$ cat src/rtl/regfile_8x8_cb_if.sv
// regfile_8x8_cb_if: decode/writeback-side bus of the 8x8 register file with condition bit
interface regfile_8x8_cb_if #(
    parameter int DATA_W = 8,
    parameter int ADDR_W = 3
);
    logic              write_i;
    logic [ADDR_W-1:0] write_addr_i;
    logic [DATA_W-1:0] write_data_i;
    logic [ADDR_W-1:0] rs_addr_i;
    logic [ADDR_W-1:0] rt_addr_i;
    logic              write_CB_i;
    logic              cb_data_i;
    logic [DATA_W-1:0] rs_data_o;
    logic [DATA_W-1:0] rt_data_o;
    logic              cb_data_o;

    modport master (
        output write_i, write_addr_i, write_data_i, rs_addr_i, rt_addr_i, write_CB_i, cb_data_i,
        input  rs_data_o, rt_data_o, cb_data_o
    );

    modport slave (
        input  write_i, write_addr_i, write_data_i, rs_addr_i, rt_addr_i, write_CB_i, cb_data_i,
        output rs_data_o, rt_data_o, cb_data_o
    );
endinterface

$ cat src/rtl/regfile_8x8_cb.sv
// regfile_8x8_cb: 8x8 register file, two combinational read ports, one write port, condition bit
module regfile_8x8_cb #(
    parameter int DATA_W = 8,
    parameter int ADDR_W = 3
) (
    input  logic           clk_i,
    input  logic           rst_ni,
    regfile_8x8_cb_if.slave bus
);
    logic [DATA_W-1:0] r_regs [2**ADDR_W];
    logic              r_cb;

    // register storage: async clear, all entries writable including index 0
    always_ff @(posedge clk_i or negedge rst_ni) begin
        if (!rst_ni) begin
            for (int i = 0; i < 2**ADDR_W; i++) r_regs[i] <= '0;
        end else if (bus.write_i) begin
            r_regs[bus.write_addr_i] <= bus.write_data_i;
        end
    end

    // condition bit, written independently of the register array
    always_ff @(posedge clk_i or negedge rst_ni) begin
        if (!rst_ni) r_cb <= 1'b0;
        else if (bus.write_CB_i) r_cb <= bus.cb_data_i;
    end

    assign bus.rs_data_o = r_regs[bus.rs_addr_i];
    assign bus.rt_data_o = r_regs[bus.rt_addr_i];
    assign bus.cb_data_o = r_cb;
endmodule

$ cat src/flat_wrapper.sv
// flat-port wrapper written by rule: the top's interface ports become plain ports
module regfile_8x8_cb_flat 
#(
    parameter int DATA_W = 8,
    parameter int ADDR_W = 3
)
  (clk_i, rst_ni, bus_write_i, bus_write_addr_i, bus_write_data_i, bus_rs_addr_i, bus_rt_addr_i, bus_write_CB_i, bus_cb_data_i, bus_rs_data_o, bus_rt_data_o, bus_cb_data_o);
  regfile_8x8_cb_if #(.DATA_W(DATA_W), .ADDR_W(ADDR_W)) bus_i ();
  input  logic clk_i;
  input  logic rst_ni;
  input wire logic [$bits(bus_i.write_i)-1:0] bus_write_i;
  input wire logic [$bits(bus_i.write_addr_i)-1:0] bus_write_addr_i;
  input wire logic [$bits(bus_i.write_data_i)-1:0] bus_write_data_i;
  input wire logic [$bits(bus_i.rs_addr_i)-1:0] bus_rs_addr_i;
  input wire logic [$bits(bus_i.rt_addr_i)-1:0] bus_rt_addr_i;
  input wire logic [$bits(bus_i.write_CB_i)-1:0] bus_write_CB_i;
  input wire logic [$bits(bus_i.cb_data_i)-1:0] bus_cb_data_i;
  output wire logic [$bits(bus_i.rs_data_o)-1:0] bus_rs_data_o;
  output wire logic [$bits(bus_i.rt_data_o)-1:0] bus_rt_data_o;
  output wire logic [$bits(bus_i.cb_data_o)-1:0] bus_cb_data_o;
  assign bus_i.write_i = bus_write_i;
  assign bus_i.write_addr_i = bus_write_addr_i;
  assign bus_i.write_data_i = bus_write_data_i;
  assign bus_i.rs_addr_i = bus_rs_addr_i;
  assign bus_i.rt_addr_i = bus_rt_addr_i;
  assign bus_i.write_CB_i = bus_write_CB_i;
  assign bus_i.cb_data_i = bus_cb_data_i;
  assign bus_rs_data_o = bus_i.rs_data_o;
  assign bus_rt_data_o = bus_i.rt_data_o;
  assign bus_cb_data_o = bus_i.cb_data_o;
  regfile_8x8_cb #(.DATA_W(DATA_W), .ADDR_W(ADDR_W)) u_core (.clk_i(clk_i), .rst_ni(rst_ni), .bus(bus_i));
endmodule
$ cat config.mk
export PLATFORM = sky130hd
export DESIGN_NAME = regfile_8x8_cb_flat
export DESIGN_NICKNAME = d
export VERILOG_FILES = /design/src/rtl/regfile_8x8_cb_if.sv /design/src/rtl/regfile_8x8_cb.sv /design/src/flat_wrapper.sv
export SDC_FILE = /design/constraint.sdc
export NUM_CORES = 1
export LEC_CHECK = 0
export CAP_MARGIN = 20
export CELL_PAD_IN_SITES_DETAIL_PLACEMENT = 1
export CELL_PAD_IN_SITES_GLOBAL_PLACEMENT = 1
export CORE_MARGIN = 5
export CORE_UTILIZATION = 52
export DETAILED_ROUTE_END_ITERATION = 8
export GPL_ROUTABILITY_DRIVEN = 0
export PLACE_DENSITY = 0.86
export SLEW_MARGIN = 20
export SYNTH_ARGS = -nofsm -noshare
export SYNTH_HDL_FRONTEND = slang
export SYNTH_SLANG_ARGS = --single-unit
$ cat constraint.sdc
create_clock -name clk_i -period 2.28 [get_ports clk_i]
set_clock_uncertainty 0.1 [all_clocks]
set_input_delay 0.342 -clock clk_i [delete_from_list [all_inputs] [get_ports clk_i]]
set_output_delay 0.342 -clock clk_i [all_outputs]
set_load 0.03 [all_outputs]
# Word-level counts from Yosys, hierarchy flattened

Index checks and enable logic that the tools add are counted.

$add $sub $neg: 0
$mul: 0
Divide/modulo/power cells: 0
Order comparisons: 4
Eq/ne operators: 0
Shift-type cells: 0
Multiplexer cells: 9
Bitwise logic cells: 3
Reductions and logical operators: 1

Operators with widths:

| kind               | number |
|---|---|
| $bwmux 64          | 1 |
| $bmux 8 s3         | 2 |
| $mux 8             | 5 |
| $demux 8 s3        | 1 |
| $ge 4x4->1 const B | 3 |
| $not 3->4          | 3 |
| $lt 4x1->1 const B | 1 |
| $logic_and 1x1->1  | 1 |

Flip-flop bits (word level): 65
Latch bits: 0
Memory bits (writable): 0
Bits in read-only memories: 0
Word-level logic and storage cells: 26
Memories kept: 0

# Logic depth before layout (Yosys ltp)

Depth after elaboration: 6
Depth in mapped cells: 4

# Least setup slack after synthesis

No wires, ideal clock.

Kind: input -> output
From: input bus_rt_addr_i[0]
To: output bus_rt_data_o[0]
Arrival time: 1.464 ns
Data required time: 1.838 ns
Path slack: 0.374 ns
Stages: 4
Cells stage by stage: buf_6 > buf_12 > mux4_1 > mux2_2

Word-level cells in the longest chain between the ends: 4

RTL lines:

| element                                   | line                 | source |
|---|---|---|
| start, declared                           | flat_wrapper.sv:15   | `input wire logic [$bits(bus_i.rt_addr_i)-1:0] bus_rt_addr_i;` |
| $not 3->4 (not written as such)           | regfile_8x8_cb.sv:29 | `assign bus.rt_data_o = r_regs[bus.rt_addr_i];` |
| $bmux 8 s3                                | regfile_8x8_cb.sv:29 |  |
| $mux 8 (not written as such) (2 in a row) | regfile_8x8_cb.sv:29 |  |
| end, declared                             | flat_wrapper.sv:19   | `output wire logic [$bits(bus_i.rt_data_o)-1:0] bus_rt_data_o;` |

No other way between the ends. The select of a mux whose other input is x is not followed.

# Final worst setup path

From: input bus_rs_addr_i[0]
To: output bus_rs_data_o[3]

Word-level cells in the longest chain between the ends: 4

RTL lines:

| element                                   | line                 | source |
|---|---|---|
| start, declared                           | flat_wrapper.sv:14   | `input wire logic [$bits(bus_i.rs_addr_i)-1:0] bus_rs_addr_i;` |
| $not 3->4 (not written as such)           | regfile_8x8_cb.sv:28 | `assign bus.rs_data_o = r_regs[bus.rs_addr_i];` |
| $bmux 8 s3                                | regfile_8x8_cb.sv:28 |  |
| $mux 8 (not written as such) (2 in a row) | regfile_8x8_cb.sv:28 |  |
| end, declared                             | flat_wrapper.sv:18   | `output wire logic [$bits(bus_i.rs_data_o)-1:0] bus_rs_data_o;` |

No other way between the ends. The select of a mux whose other input is x is not followed.

==> metrics.cfg <==
[outcome]
outcome = finished clean

[clocking]
cts_tree = yes
cts_buffers = 9
cts.clk_slew.worst_paths_ns = 0.07
cts.path.max_buffers = 2
root_buffer = clkbuf_8
cts_setup_buffers = 0
clock_sinks = 65
clkLatencyLatePin_ns = 0.33
htreeDepth = 3

[timing]
max_slew_margin_pct = 65.3
fin_crit_sh_pct = 97.1
hold_viol_final = 0
setup_viol = 0
post-route-min-period_ns = 2.21
tightestPinTransition_ns = 0.521
slew_viol_final = 0
rsz0062_at_grt = no
fmax_mhz = 452

[finish]
final_nets = 279
syn_to_final_growth_pct = 23.0
final_common_cell = mux2_2
diodes = 0
fillers = 605
layout_common_cells = 81 x mux2_2, 65 x dfrtp_1, 25 x mux4_1
drive_gt1_share_pct = 56.3
design_area_sq_mm = 0.00440

[setup_path]
critical_path_required_ns = 1.84
worst_ep_arrival_time_ns = 1.77
worst_setup_path_end_kind = output port
critPathKind = in2out
critPathMaxFanout = 7
cp-start-kind = input pin

[grt]
grt_usage_pct = 24.4
grt_overflow_total = 0
grt_pass1_wl_microns = 15300
grt_max_degree = 40
antenna_found_initial = 0
grt_pass1_vias = 2486

[pwr]
ir_drop_v = 0.000408
leakage_nw = 1.92
p_int_mw = 2.65
clockPowerShare_pct = 28.2
comb_power_share_pct = 29.3
p_seq_share_pct = 42.5
powerDensity_mw_per_mm2 = 868
power_mw = 3.82
p_sw_share_pct = 30.6
p_sw_mw = 1.17

[drt]
dr.pass1.iters = 4
drc = 0
via_per_inst = 6.73
vias = 2294
drt_iter0_markers = 141
avgRoutedWirePerCell_microns = 29.9
wl_microns = 10200
final_antenna_net_count = 0

[die]
start_util_pct = 52.9
die_h_microns = 92.9
fp.dieArea_sq_mm = 0.00864
die_w_microns = 92.9
io_pins = 39
core_area_sq_mm = 0.00676
rows = 30

[placed_design]
port_buffers = 38
place_area_sq_mm = 0.00415
dp_hpwl_microns = 5760

[yosys]
synth_area_leaders = dfrtp_1 45%, mux2_2 26%, mux4_1 21%, mux4_2 1.9%, buf_12 1.1%
synth_seq_area_share_pct = 45.5
ys_types = 13
syn_inst = 203
yosysTopAreaCell = dfrtp_1
mappedNetlistNets = 225
syn_avg_cell_area_sq_um = 17.6
yosysTopAreaCellShare_pct = 45.5
ys_seq_elements = 65
yosysWarnings = 0
syn_area_sq_mm = 0.00358

[worst_hold_path]
hp-class = in2async

[job]
drv_cap = 0

## routing by layer
| metal | up-vias | part of all wire [%] | track usage (%) |
|---|---|---|---|
| met1 | 1253 | 41 | 30.5 |
| met3 | 20 | 4.1 | 4.14 |
| li1 | 934 | - | - |
| met4 | 0 | 2.1 | 11.0 |
| met5 | - | 0 | 0 |
| met2 | 87 | 53 | 41.5 |
## flip-flops by register name, summed over array words and instances, names as in the netlist
signal / count
u_core.r_regs: 64
u_core.bus.cb_data_o: 1
## stage by stage
step | cells | setup slack (ns) | hold slack [ns] | TNS, ns | utilization, %
floorplan | 203 | 0.374 | -0.0536 | 0 | -
global placement | 321 | -0.640 | 0.0433 | -9.59 | 61.4
detailed placement | 321 | -0.679 | 0.0425 | -10.07 | 61.4
CTS | 339 | 0.0144 | 0.214 | 0 | 64.4
global route | 341 | 0.0274 | 0.236 | 0 | 65.1
finish | 341 | 0.0659 | 0.235 | 0 | 65.1
## area by class of cell
| type | instances | area (sq um) | share of cell area (%) |
|---|---|---|---|
| tap | 80 | 100 | 2.28 |
| sequential | 65 | 1630 | 37.0 |
| clock buffer | 13 | 179 | 4.07 |
| timing repair buffer | 60 | 626 | 14.2 |
| clock inverter | 2 | 35.0 | 0.797 |
| multi-input combinational | 121 | 1830 | 41.7 |
## path summary, 6_finish.rpt
check	cells past startpoint	start	end	slack, ns
min	2	rst_ni	u_core.bus.cb_data_o	0.23
min in group clk_i	1	u_core.r_regs[48]	u_core.r_regs[48]	0.43
max	5	bus_rs_addr_i[0]	bus_rs_data_o[3]	0.07
max in group asynchronous	3	rst_ni	u_core.r_regs[39]	1.14
min reg2reg	1	u_core.r_regs[48]	u_core.r_regs[48]	0.43
max reg2reg	1	u_core.r_regs[4]	u_core.r_regs[4]	1.34
## cells by family after synthesis
kind of cell / Yosys count / share of synthesized area (%)
flops: 65 / 45.5
buf+inv: 17 / 3.39
mux: 113 / 48.7
simple gates: 8 / 2.41
## worst max-delay path: stages
cell       delay (ns)
buf_2            0.12
bufbuf_16        0.29
mux4_1           0.56
mux2_2           0.29
buf_4            0.17
## cell usage after synthesis, drive strengths merged
master	instances
mux2	81
dfrtp	65
mux4	32
buf	14
clkbuf	3
nand4b	3
nor4bb	3
nand4	1
nor4b	1
## power groups by stage
stage          combinational (mW)  clock, mW  sequential (mW)
2_1_floorplan               0.784          0             1.53
6_report                     1.12       1.08             1.62
5_1_grt                      1.18       1.14             1.64
4_1_cts                      1.12       1.06             1.61
3_3_place_gp                 1.09          0             1.57
3_5_place_dp                 1.14          0             1.62
## timing repair
action	4_1_cts	5_1_grt
endpoints found under the hold margin	26	0
gates cloned	2	2
hold buffers	1	0
resized for setup	90	5
setup endpoints to repair	16	4
Power figures use the tool's default switching activity.
==> patch (same settings) <==
`ADDR_W` is set to 3 in 3 places; all go to 4.
--- a/src/rtl/regfile_8x8_cb_if.sv
+++ b/src/rtl/regfile_8x8_cb_if.sv
@@ -3,3 +3,3 @@
     parameter int DATA_W = 8,
-    parameter int ADDR_W = 3
+    parameter int ADDR_W = 4
 );
--- a/src/rtl/regfile_8x8_cb.sv
+++ b/src/rtl/regfile_8x8_cb.sv
@@ -3,3 +3,3 @@
     parameter int DATA_W = 8,
-    parameter int ADDR_W = 3
+    parameter int ADDR_W = 4
 ) (
--- a/src/flat_wrapper.sv
+++ b/src/flat_wrapper.sv
@@ -4,3 +4,3 @@
     parameter int DATA_W = 8,
-    parameter int ADDR_W = 3
+    parameter int ADDR_W = 4
 )
Interface: changed (resized bus_rs_addr_i, bus_rt_addr_i and bus_write_addr_i); port bits go from 39 to 42. No check against the original RTL was run, so the function may have changed too.
==> patch against the original RTL <==
The flow now finishes with violations (negative setup slack). Die area up 83%. Sequential cell count up 64. Cell area up 100%. Count of clock-buffer cells in the layout up 14. Power up 110%. Combinational power up 93%. Area after synthesis up 94%. Worst setup slack worse by 0.13 ns. Routed wire length up 110%. Synthesized cell count up 110%. Critical path depth down 1.
==> patch: results (changes against the original RTL) <==
vias in the first global route 5445 (+120%); Clock Network Area Fraction 6.65% (+1.8 points); sequential cell power 3290 uW (+100%); GRT Total Usage 28.2% (+3.8 points); Sw Pwr 2330 uW (+100%); top post-synthesis cells by count 129 x dfrtp_1, 128 x mux2_2, 34 x mux4_2, 32 x a22oi_1, 28 x mux4_1; # fillers 1139 (+88%); DP Cell Count 670 (+110%); met3 Track Usage GR 6.77% (+2.6 points); NonClk Buf Share 13.4% (-0.86 points); Final setup viols 3 (+3); dpl ws -0.710 ns (-0.0303 ns); largest net degree at the start of global routing 55 (+38%); DR vias 4710 (+110%); status complete, but fails checks; worst slew pin tran 0.640 ns (+0.119 ns); post-synthesis sequential area ratio 46.4% (+0.93 points); TritonCTS Buffers 17 (+8); number of sequential cells 129 (+98%); multi-input gates 273 (+130%); DRT iter0 DRCs 539 (+280%); PnR worst setup slack -0.0634 ns (-0.129 ns); Reg clk slew, reported paths 0.05 ns (-0.02 ns); Max FO, Critical Path 3 (-4); Post-Syn Instances 434 (+110%); GR Util met1 35.1% (+4.5 points); vias per cell 6.56 (-2.5%); leak pwr 0.00370 uW (+93%); met2 usage 46.9% (+5.4 points); Critical Path AT 1.90 ns (+0.13 ns); clock buffers 27 (+14); FF-to-FF path depth 2 (+1); Sequential Area 3230 um^2 (+98%); drt first pass iters 6 (+2); met1 wire length 8090 um (+94%); post-DP HPWL 13200 um (+130%); area of the multi-input gates 3590 um^2 (+96%); Synth Net Count 459 (+100%); PortBufs 41 (+7.9%); DP Area 7880 um^2 (+90%); first-pass GRT wire length 33200 um (+120%); failing checks negative setup slack; final net count 555 (+99%)
==> patch: changes by cell type in the layout (fill, tap and decap cells not counted), sizes merged, moves of 14 or more <==
cell,delta
a22oi,+32
buf,+47
nand2,+18
dfrtp,+64
clkbuf,+14
mux4,+32
mux2,+48
==> patch: final timing paths <==
check                                                        end                        startpoint  slack, ns
worst max-delay path                            bus_rs_data_o[7]    u_core.r_regs[103]$_DFFE_PN0P_      -0.06
worst min-delay path              u_core.r_regs[120]$_DFFE_PN0P_                            rst_ni       0.32
worst max register to register    u_core.r_regs[103]$_DFFE_PN0P_    u_core.r_regs[103]$_DFFE_PN0P_       1.21
worst min register to register  u_core.bus.cb_data_o$_DFFE_PN0P_  u_core.bus.cb_data_o$_DFFE_PN0P_       0.43
max in group asynchronous          u_core.r_regs[66]$_DFFE_PN0P_                            rst_ni       1.10
min in group clk_i              u_core.bus.cb_data_o$_DFFE_PN0P_  u_core.bus.cb_data_o$_DFFE_PN0P_       0.43
==> patch: cell families after synthesis <==
logic type,count (synthesis),share of synthesized area (%)
multiplexers,193,43.2
AO/OA/AOI/OAI,32,3.45
flip-flops,129,46.4
buffers and inverters,32,3.18
AND/OR/NAND/NOR,48,3.74
==> patch: what timing repair did <==
action	CTS	global route
endpoints found under the setup margin	16	15
pin swaps	18	16
setup buffers	5	10
gates resized for setup	129	34
hold buffers	1	0
endpoints found under the hold margin	28	0
cloned	1	1
==> patch: through the flow <==
step	total power, uW	util [%]	setup TNS (ns)
after global routing	8490	66.7	-0.474
after detailed placement	5160	59.8	-7.62
after floorplan	4430	-	0
final	8160	66.7	-0.110
after global placement	4970	59.8	-7.00
after CTS	8050	65.7	-0.192
==> patch: critical path, stage by stage (launching register included) <==
cell and delay, ns:
dfrtp_1 0.42, mux4_4 0.63, a22oi_2 0.21, nand2_2 0.09, buf_6 0.15
